## config.mk

```make
export PLATFORM = sky130hd
export DESIGN_NAME = fifo
export DESIGN_NICKNAME = d
export VERILOG_FILES = /design/src/rtl/fifo_pkg.sv /design/src/rtl/fifo_ram.sv /design/src/rtl/fifo.sv
export SDC_FILE = /design/constraint.sdc
export NUM_CORES = 2
export LEC_CHECK = 0
export CORE_UTILIZATION = 42
export DETAILED_ROUTE_END_ITERATION = 8
export GPL_TIMING_DRIVEN = 0
export PLACE_DENSITY = 0.6
export SKIP_LAST_GASP = 1
export SLEW_MARGIN = 25
export SYNTH_ARGS = -nofsm -noshare
export SYNTH_HDL_FRONTEND = slang
export SYNTH_SLANG_ARGS = --single-unit
```

## constraint.sdc

```tcl
create_clock -name i_clk -period 4.5 [get_ports i_clk]
set_clock_uncertainty 0.15 [all_clocks]
set_input_delay 0.675 -clock i_clk [delete_from_list [all_inputs] [get_ports i_clk]]
set_output_delay 0.675 -clock i_clk [all_outputs]
set_load 0.1 [all_outputs]
```

## src/rtl/fifo_pkg.sv

```systemverilog
// Shared defaults and pointer types for the fifo block.
// Pointers carry one extra lap bit above the address so full and empty stay distinguishable.
package fifo_pkg;

  localparam int DEF_DEPTH = 128;
  localparam int DEF_WIDTH = 32;
  localparam int ADDR_W    = $clog2(DEF_DEPTH);

  typedef logic [ADDR_W:0] ptr_t;

endpackage

```

## src/rtl/fifo_ram.sv

```systemverilog
// Simple dual-port storage: synchronous write, synchronous read into a registered output.
// Read data holds when no read is requested; the array itself is never reset.
module fifo_ram
  import fifo_pkg::*;
#(
  parameter int DEPTH = DEF_DEPTH,
  parameter int WIDTH = DEF_WIDTH,
  parameter int AW    = $clog2(DEPTH)
) (
  input  logic             i_clk,
  input  logic             arst_n,
  input  logic             we,
  input  logic [AW-1:0]    waddr,
  input  logic [WIDTH-1:0] wdata,
  input  logic             re,
  input  logic [AW-1:0]    raddr,
  output logic [WIDTH-1:0] rdata
);

  logic [WIDTH-1:0] fifo_mem [DEPTH];

  always_ff @(posedge i_clk) begin
    if (we) begin
      fifo_mem[waddr] <= wdata;
    end
  end

  always_ff @(posedge i_clk or negedge arst_n) begin
    if (!arst_n) begin
      rdata <= '0;
    end else if (re) begin
      rdata <= fifo_mem[raddr];
    end
  end

endmodule

```

## src/rtl/fifo.sv

```systemverilog
// Single-clock FIFO, 1-cycle registered read; writes dropped when full, reads ignored when empty.
// Sticky o_overflow/o_underflow ports exist only when FIFO_ERR_FLAGS_EN is defined.
module fifo
  import fifo_pkg::*;
#(
  parameter int DEPTH = DEF_DEPTH,
  parameter int WIDTH = DEF_WIDTH
) (
  input  logic             i_clk,
  input  logic             arst_n,
  input  logic             wr_en,
  input  logic [WIDTH-1:0] wr_data,
  input  logic             rd_en,
  output logic [WIDTH-1:0] rd_data,
  output logic             o_full,
  output logic             o_empty
`ifdef FIFO_ERR_FLAGS_EN
  ,
  output logic             o_overflow,
  output logic             o_underflow
`endif
);

  localparam int AW = $clog2(DEPTH);

  typedef logic [AW:0] lptr_t;

  localparam lptr_t ONE      = lptr_t'(1);
  localparam lptr_t FULL_CNT = lptr_t'(DEPTH);

  lptr_t wr_ptr;
  lptr_t rd_ptr;
  lptr_t count;
  logic  wr_acc;
  logic  rd_acc;

  assign o_full  = (count == FULL_CNT);
  assign o_empty = (count == '0);
  assign wr_acc  = wr_en && !o_full;
  assign rd_acc  = rd_en && !o_empty;

  always_ff @(posedge i_clk or negedge arst_n) begin
    if (!arst_n) begin
      wr_ptr <= '0;
      rd_ptr <= '0;
      count  <= '0;
    end else begin
      if (wr_acc) begin
        wr_ptr <= wr_ptr + ONE;
      end
      if (rd_acc) begin
        rd_ptr <= rd_ptr + ONE;
      end
      case ({wr_acc, rd_acc})
        2'b10:   count <= count + ONE;
        2'b01:   count <= count - ONE;
        default: count <= count;
      endcase
    end
  end

  fifo_ram #(
    .DEPTH (DEPTH),
    .WIDTH (WIDTH),
    .AW    (AW)
  ) u_ram (
    .i_clk  (i_clk),
    .arst_n (arst_n),
    .we     (wr_acc),
    .waddr  (wr_ptr[AW-1:0]),
    .wdata  (wr_data),
    .re     (rd_acc),
    .raddr  (rd_ptr[AW-1:0]),
    .rdata  (rd_data)
  );

`ifdef FIFO_ERR_FLAGS_EN
  // Attempts are flagged even though the access itself is harmlessly dropped.
  always_ff @(posedge i_clk or negedge arst_n) begin
    if (!arst_n) begin
      o_overflow  <= 1'b0;
      o_underflow <= 1'b0;
    end else begin
      o_overflow  <= o_overflow  | (wr_en & o_full);
      o_underflow <= o_underflow | (rd_en & o_empty);
    end
  end
`endif

endmodule

```

======== Word-level counts from Yosys, hierarchy flattened ========
Memories as Yosys holds them, arrays and structs flattened. A register that Yosys moved wholly into a read port is not among the register bits.
Cells that the tools add are included.
storage, ports and cells
  register bits ........................... 24
  bits in writable memories ............... 4096
  output and inout port bits .............. 34
  logic and storage cells ................. 21
  memories ................................ 1
operators by class
  add/subtract/negate cells ............... 4
  equal/unequal tests ..................... 3
  muxes and demuxes ....................... 3
  reduce and logical (&&, ||, !) cells .... 7
memory list
  memory          depth  bits a word  rd ports  clocked after memory_dff  wr ports  line            text
  u_ram.fifo_mem  128    32           1         1                         1         fifo_ram.sv:20  logic [WIDTH-1:0] fifo_mem [DEPTH];
operators with widths
  kind                                              number
  adder 8 x 1 -> 8 bit, second input constant       3
  one-hot mux 8 bit (2 select lines)                1
  == test 8 bit, second input constant              1
  zero test 8 bit                                   1
  subtractor 8 x 1 -> 8 bit, second input constant  1
  zero test 1 bit                                   3
  == test 2 x 1 -> 1 bit, second input constant     1
  == test 2 bit, second input constant              1
  logical AND 1 bit                                 2
  two-way mux 1 bit                                 2
  nonzero test 2 bit                                1

======== Depth between registers and ports, before layout ========
  depth in word-level cells ............... 5
  gate-level depth with buffers ........... 13
  gate-level depth less buffers ........... 12

======== By module ========
A second synthesis with hierarchy kept.
unflattened totals
  cells, all modules ...................... 7544
  area total of the unflattened synthesis .. 159663.1 µm²
by module, submodules not included
  module    instances  cells an instance  area an instance (µm²)
  fifo_ram  1          7421               158379.4
  fifo      1          123                1283.7

======== Worst setup path before layout ========
Ideal clock, no wire load.
  path type ............................... reg-to-reg
  start point ............................. register count[5]
  end point ............................... register count[7]
  library setup time ...................... 0.087 ns
  arrival ................................. 3.693 ns
  slack ................................... 0.571 ns
  stages on the path, launching flop included .. 13
  period minus slack after synthesis ...... 3.929 ns
  cell sequence ........................... dfrtp_1 > or4_4 > o31ai_2 > inv_2 > clkbuf_1 > ha_1 > ha_1 > a21o_1 > a21oi_1 > o21ai_0 > a2111o_1 > a2111o_1 > o211ai_1
on the way
  word-level cells in the longest chain between the ends .. 5
  elaborated cells between the ends (all ways) .. 12
  those cells by class .................... 2 x add/sub; 3 x eq/ne; 1 x mux; 6 x reduce/logical
ends and longest elaborated chain
  item                                                                             line        text
  start, declared                                                                  fifo.sv:33  lptr_t count;
  start signal, assigned                                                           fifo.sv:55  2'b10: count <= count + ONE;
  start signal, assigned                                                           fifo.sv:56  2'b01: count <= count - ONE;
  start signal, assigned                                                           fifo.sv:57  default: count <= count;
  zero test 8 bit (*)                                                              fifo.sv:38  assign o_empty = (count == '0);
  zero test 1 bit (*)                                                              fifo.sv:40  assign rd_acc = rd_en && !o_empty;
  logical AND 1 bit (*)                                                            fifo.sv:40
  via rd_acc                                                                       fifo.sv:35  logic rd_acc;
  == test 2 x 1 -> 1 bit / == test 2 bit (equally long branches)                   fifo.sv:54  case ({wr_acc, rd_acc})
  one-hot mux 8 bit (2 select lines) / nonzero test 2 bit (equally long branches)  -
The timed path passes the listed nets; every way through them passes the cells marked *.
A chain may end at the register's enable or synchronous reset.

==> run metrics <==
status complete, but fails checks; failing checks max-capacitance violations, max-slew violations, negative setup slack; post-synthesis mux area share 0.150; final setup margin -0.473 ns; syn nets 7380; max frequency 201 MHz; Core Area 379000 µm²; worst r2r path cells 10; Ys Warns 0; endpoints failing hold 0; Final nets 8354; type of the worst setup path reg2reg; Max FO, Critical Path 10; port bufs 69; clock share of power 0.274; CTS tree built; CP Launch Type flip-flop; clock latency on the worst-skew pair 1.02 ns; global-route wire length before repair 881000 µm; # IOs 70; Synth Register Bits 4150; Final ANT Viol Nets 0; PwrDens 669 nW/µm²; Max-Cap Viols 1; Sequential Power Share 0.343; Residual DRC 0; largest net degree at the start of global routing 97; worst path required time 5.22 ns; grt total ovfl 0; dominant synthesized flop cell edfxtp_1; Slew @ Worst Pin 1.55 ns; vias 96400; DRT Wirelength 695000 µm; syn avg cell area 21.8 µm²; crit path DAT 5.69 ns; worst hold slack 0.0376 ns; XOR/XNOR share of the synthesized area 0.000877; max-slew violation total from the final report 2; Synth Instances 7334; Tot Pwr 129 mW; final instance area 193000 µm²; Pint 77.5 mW; clock buffer depth 4; first-pass iteration count of the detailed router 9; combinational share of power 0.383; die height 619 µm; worst r2r src rd_ptr[1]$_DFFE_PN0P_; Crit. End Element flip-flop; Worst Hold Class in2reg; Non-Filler Instances 13800; layout cells sized above 1 0.292; initial drt markers 21200; period utilization 1.11; Psw 51.2 mW; H-tree depth 5; vias in the first global route 86900; RSZ-0062 raised after global routing true; final setup fails 41; Placed Area 177000 µm²; capturing point of the worst reg2reg path u_ram.rdata[30]$_DFFE_PN0P_; Die W 619 µm; most frequent cells in the layout 4096 x edfxtp_1, 839 x mux4_2, 444 x mux2i_1; clock root buffer master clkbuf_16; Setup crit start rd_ptr[1]$_DFFE_PN0P_; vias per inst 7.01; GRT Total Usage 0.359; adder-cell share of the synthesized area 0.000830; most common cell after layout, fill and taps aside edfxtp_1; cell area after synthesis 160000 µm²; Switching Share 0.398; placed insts 12800; total clock sinks 4150; initial core utilization 0.422; hpwl dp 482000 µm; initial antenna violation count 94; CTS clk-pin slew, worst paths 0.06 ns; die area 383000 µm²; post-layout minimum cycle time 4.97 ns; Inserted Clock Buffers 422; Post-synth EDFFs 4096; Compound-Gate Fraction of Synth Area 0.0335; CP endpoint u_ram.rdata[30]$_DFFE_PN0P_; fillers 29600; Routed WL per cell 50.5 µm; Synth cell types 77; gpl congestion 1.04; area delta synth->final 20.4%; leakage power 61.3 nW; Max VDD drop 0.000516 V; largest family of logic cells by synthesized area multiplexers; simple logic cell fraction of the synthesized area 0.0184; worst reg2reg setup slack -0.47 ns; FP Rows 226; Worst slew margin -0.0314; Seq/Total Area, Yosys 0.778; Async SR Flop Fraction 0.0130
sequential cells by signal, summed over array words and instances, names as in the netlist:
signal / flops
u_ram.fifo_mem: 4096
rd_ptr: 7
u_ram.rdata: 32
count: 8
wr_ptr: 7
worst max-delay path, stage by stage (launching register included):
cell and delay, ns:
dfrtp_1 0.51, buf_4 0.28, buf_4 0.22, clkbuf_4 0.29
inv_1 0.39, buf_2 0.65, nor2_2 0.33, a22oi_2 0.56
o211ai_1 0.59, a211oi_4 0.68, nor3_1 0.11
how the worst min path moves through the flow:
stage                     startpoint                                 to  slack (ns)  depth (start not counted)
6_report                 wr_data[23]   u_ram.fifo_mem[21][23]$_DFFE_PP_        0.04                          1
5_1_grt                  wr_data[26]  u_ram.fifo_mem[126][26]$_DFFE_PP_        0.06                          1
3_3_place_gp   wr_ptr[2]$_DFFE_PN0P_              wr_ptr[2]$_DFFE_PN0P_        0.33                          1
3_5_place_dp                  arst_n               count[3]$_DFFE_PN0P_        0.36                          1
2_1_floorplan                 arst_n               count[0]$_DFFE_PN0P_        0.23                          0
4_1_cts                  wr_data[20]  u_ram.fifo_mem[124][20]$_DFFE_PP_       0.007                          1
Yosys cell counts (all sizes together), types with 4 or more instances:
cell | instances | area, µm²
a221oi | 81 | 747
a21oi | 157 | 786
o32a | 4 | 40.0
edfxtp | 4096 | 123000
o22ai | 63 | 394
ha | 9 | 113
a31oi | 33 | 206
dfrtp | 54 | 1350
nand2b | 11 | 68.8
mux2i | 448 | 4480
nor3 | 64 | 320
o31ai | 10 | 80.1
buf | 246 | 2220
a211oi | 45 | 343
and2 | 15 | 93.8
o21ai | 87 | 435
xnor2 | 11 | 96.3
mux4 | 848 | 19100
inv | 15 | 56.3
a22oi | 154 | 1160
a22o | 28 | 245
nor4 | 37 | 294
nand4 | 17 | 106
nand2 | 138 | 518
nor2b | 16 | 100
xor2 | 5 | 43.8
nor2 | 215 | 807
a32oi | 5 | 43.8
o311ai | 4 | 42.6
o211ai | 16 | 120
and3 | 5 | 31.3
nand3 | 94 | 470
clkbuf | 175 | 657
a221o | 17 | 170
o221ai | 40 | 350
mux2 | 32 | 360
metal layers:
metal / part of all wire / track usage / vias to the layer above
li1: - / - / 33200
met1: 0.32 / 0.430 / 50200
met2: 0.41 / 0.490 / 10400
met3: 0.17 / 0.182 / 2604
met4: 0.097 / 0.274 / 50
met5: 0.0014 / 0.0148 / -
metrics by stage:
stage          TNS, ns  worst slack [ns]   util
6_report         -6.75            -0.473  0.508
5_1_grt         -0.214            -0.200  0.508
4_1_cts         -0.391            -0.252  0.506
3_5_place_dp   -612.39             -1.15  0.468
3_3_place_gp         -             -3.99  0.440
2_1_floorplan        0             0.571      -
logic make-up (layout without fill, tap and decap cells):
logic type | Yosys count | count (layout)
simple gates | 629 | 629
buf+inv | 436 | 1764
other cells | 0 | 82
mux | 1328 | 1328
xor+xnor | 16 | 16
flops | 4150 | 4150
compound gates | 765 | 765
fa+ha+maj | 10 | 10
power by group through the flow:
stage / Sequential, mW / Clock [mW] / Combinational, mW
4_1_cts: 44.1 / 35.2 / 45.6
2_1_floorplan: 45.6 / 0 / 19.6
3_5_place_dp: 44.9 / 0 / 45.4
5_1_grt: 44.1 / 36.6 / 47.6
3_3_place_gp: 45.2 / 0 / 42.9
6_report: 44.1 / 35.3 / 49.3
cell type report:
cell class,instances,area (µm²),area share
clock buffer,542,11200,0.0584
clock inverter,236,2380,0.0124
multi-input combinational,2748,34000,0.177
sequential,4150,124000,0.646
timing repair buffer,552,10800,0.0564
inverter,15,56.3,0.000292
antenna,82,205,0.00107
buffer,419,3160,0.0164
tap,5016,6280,0.0326
repair_timing:
item,in CTS,in global routing
gates resized for setup,46,43
hold buffers,29,0
endpoints found under the setup margin,864,275
endpoints found under the hold margin,836,0
setup buffers,8,53
pin swaps,9,25
Note: power is estimated with default switching activity, not from simulation.
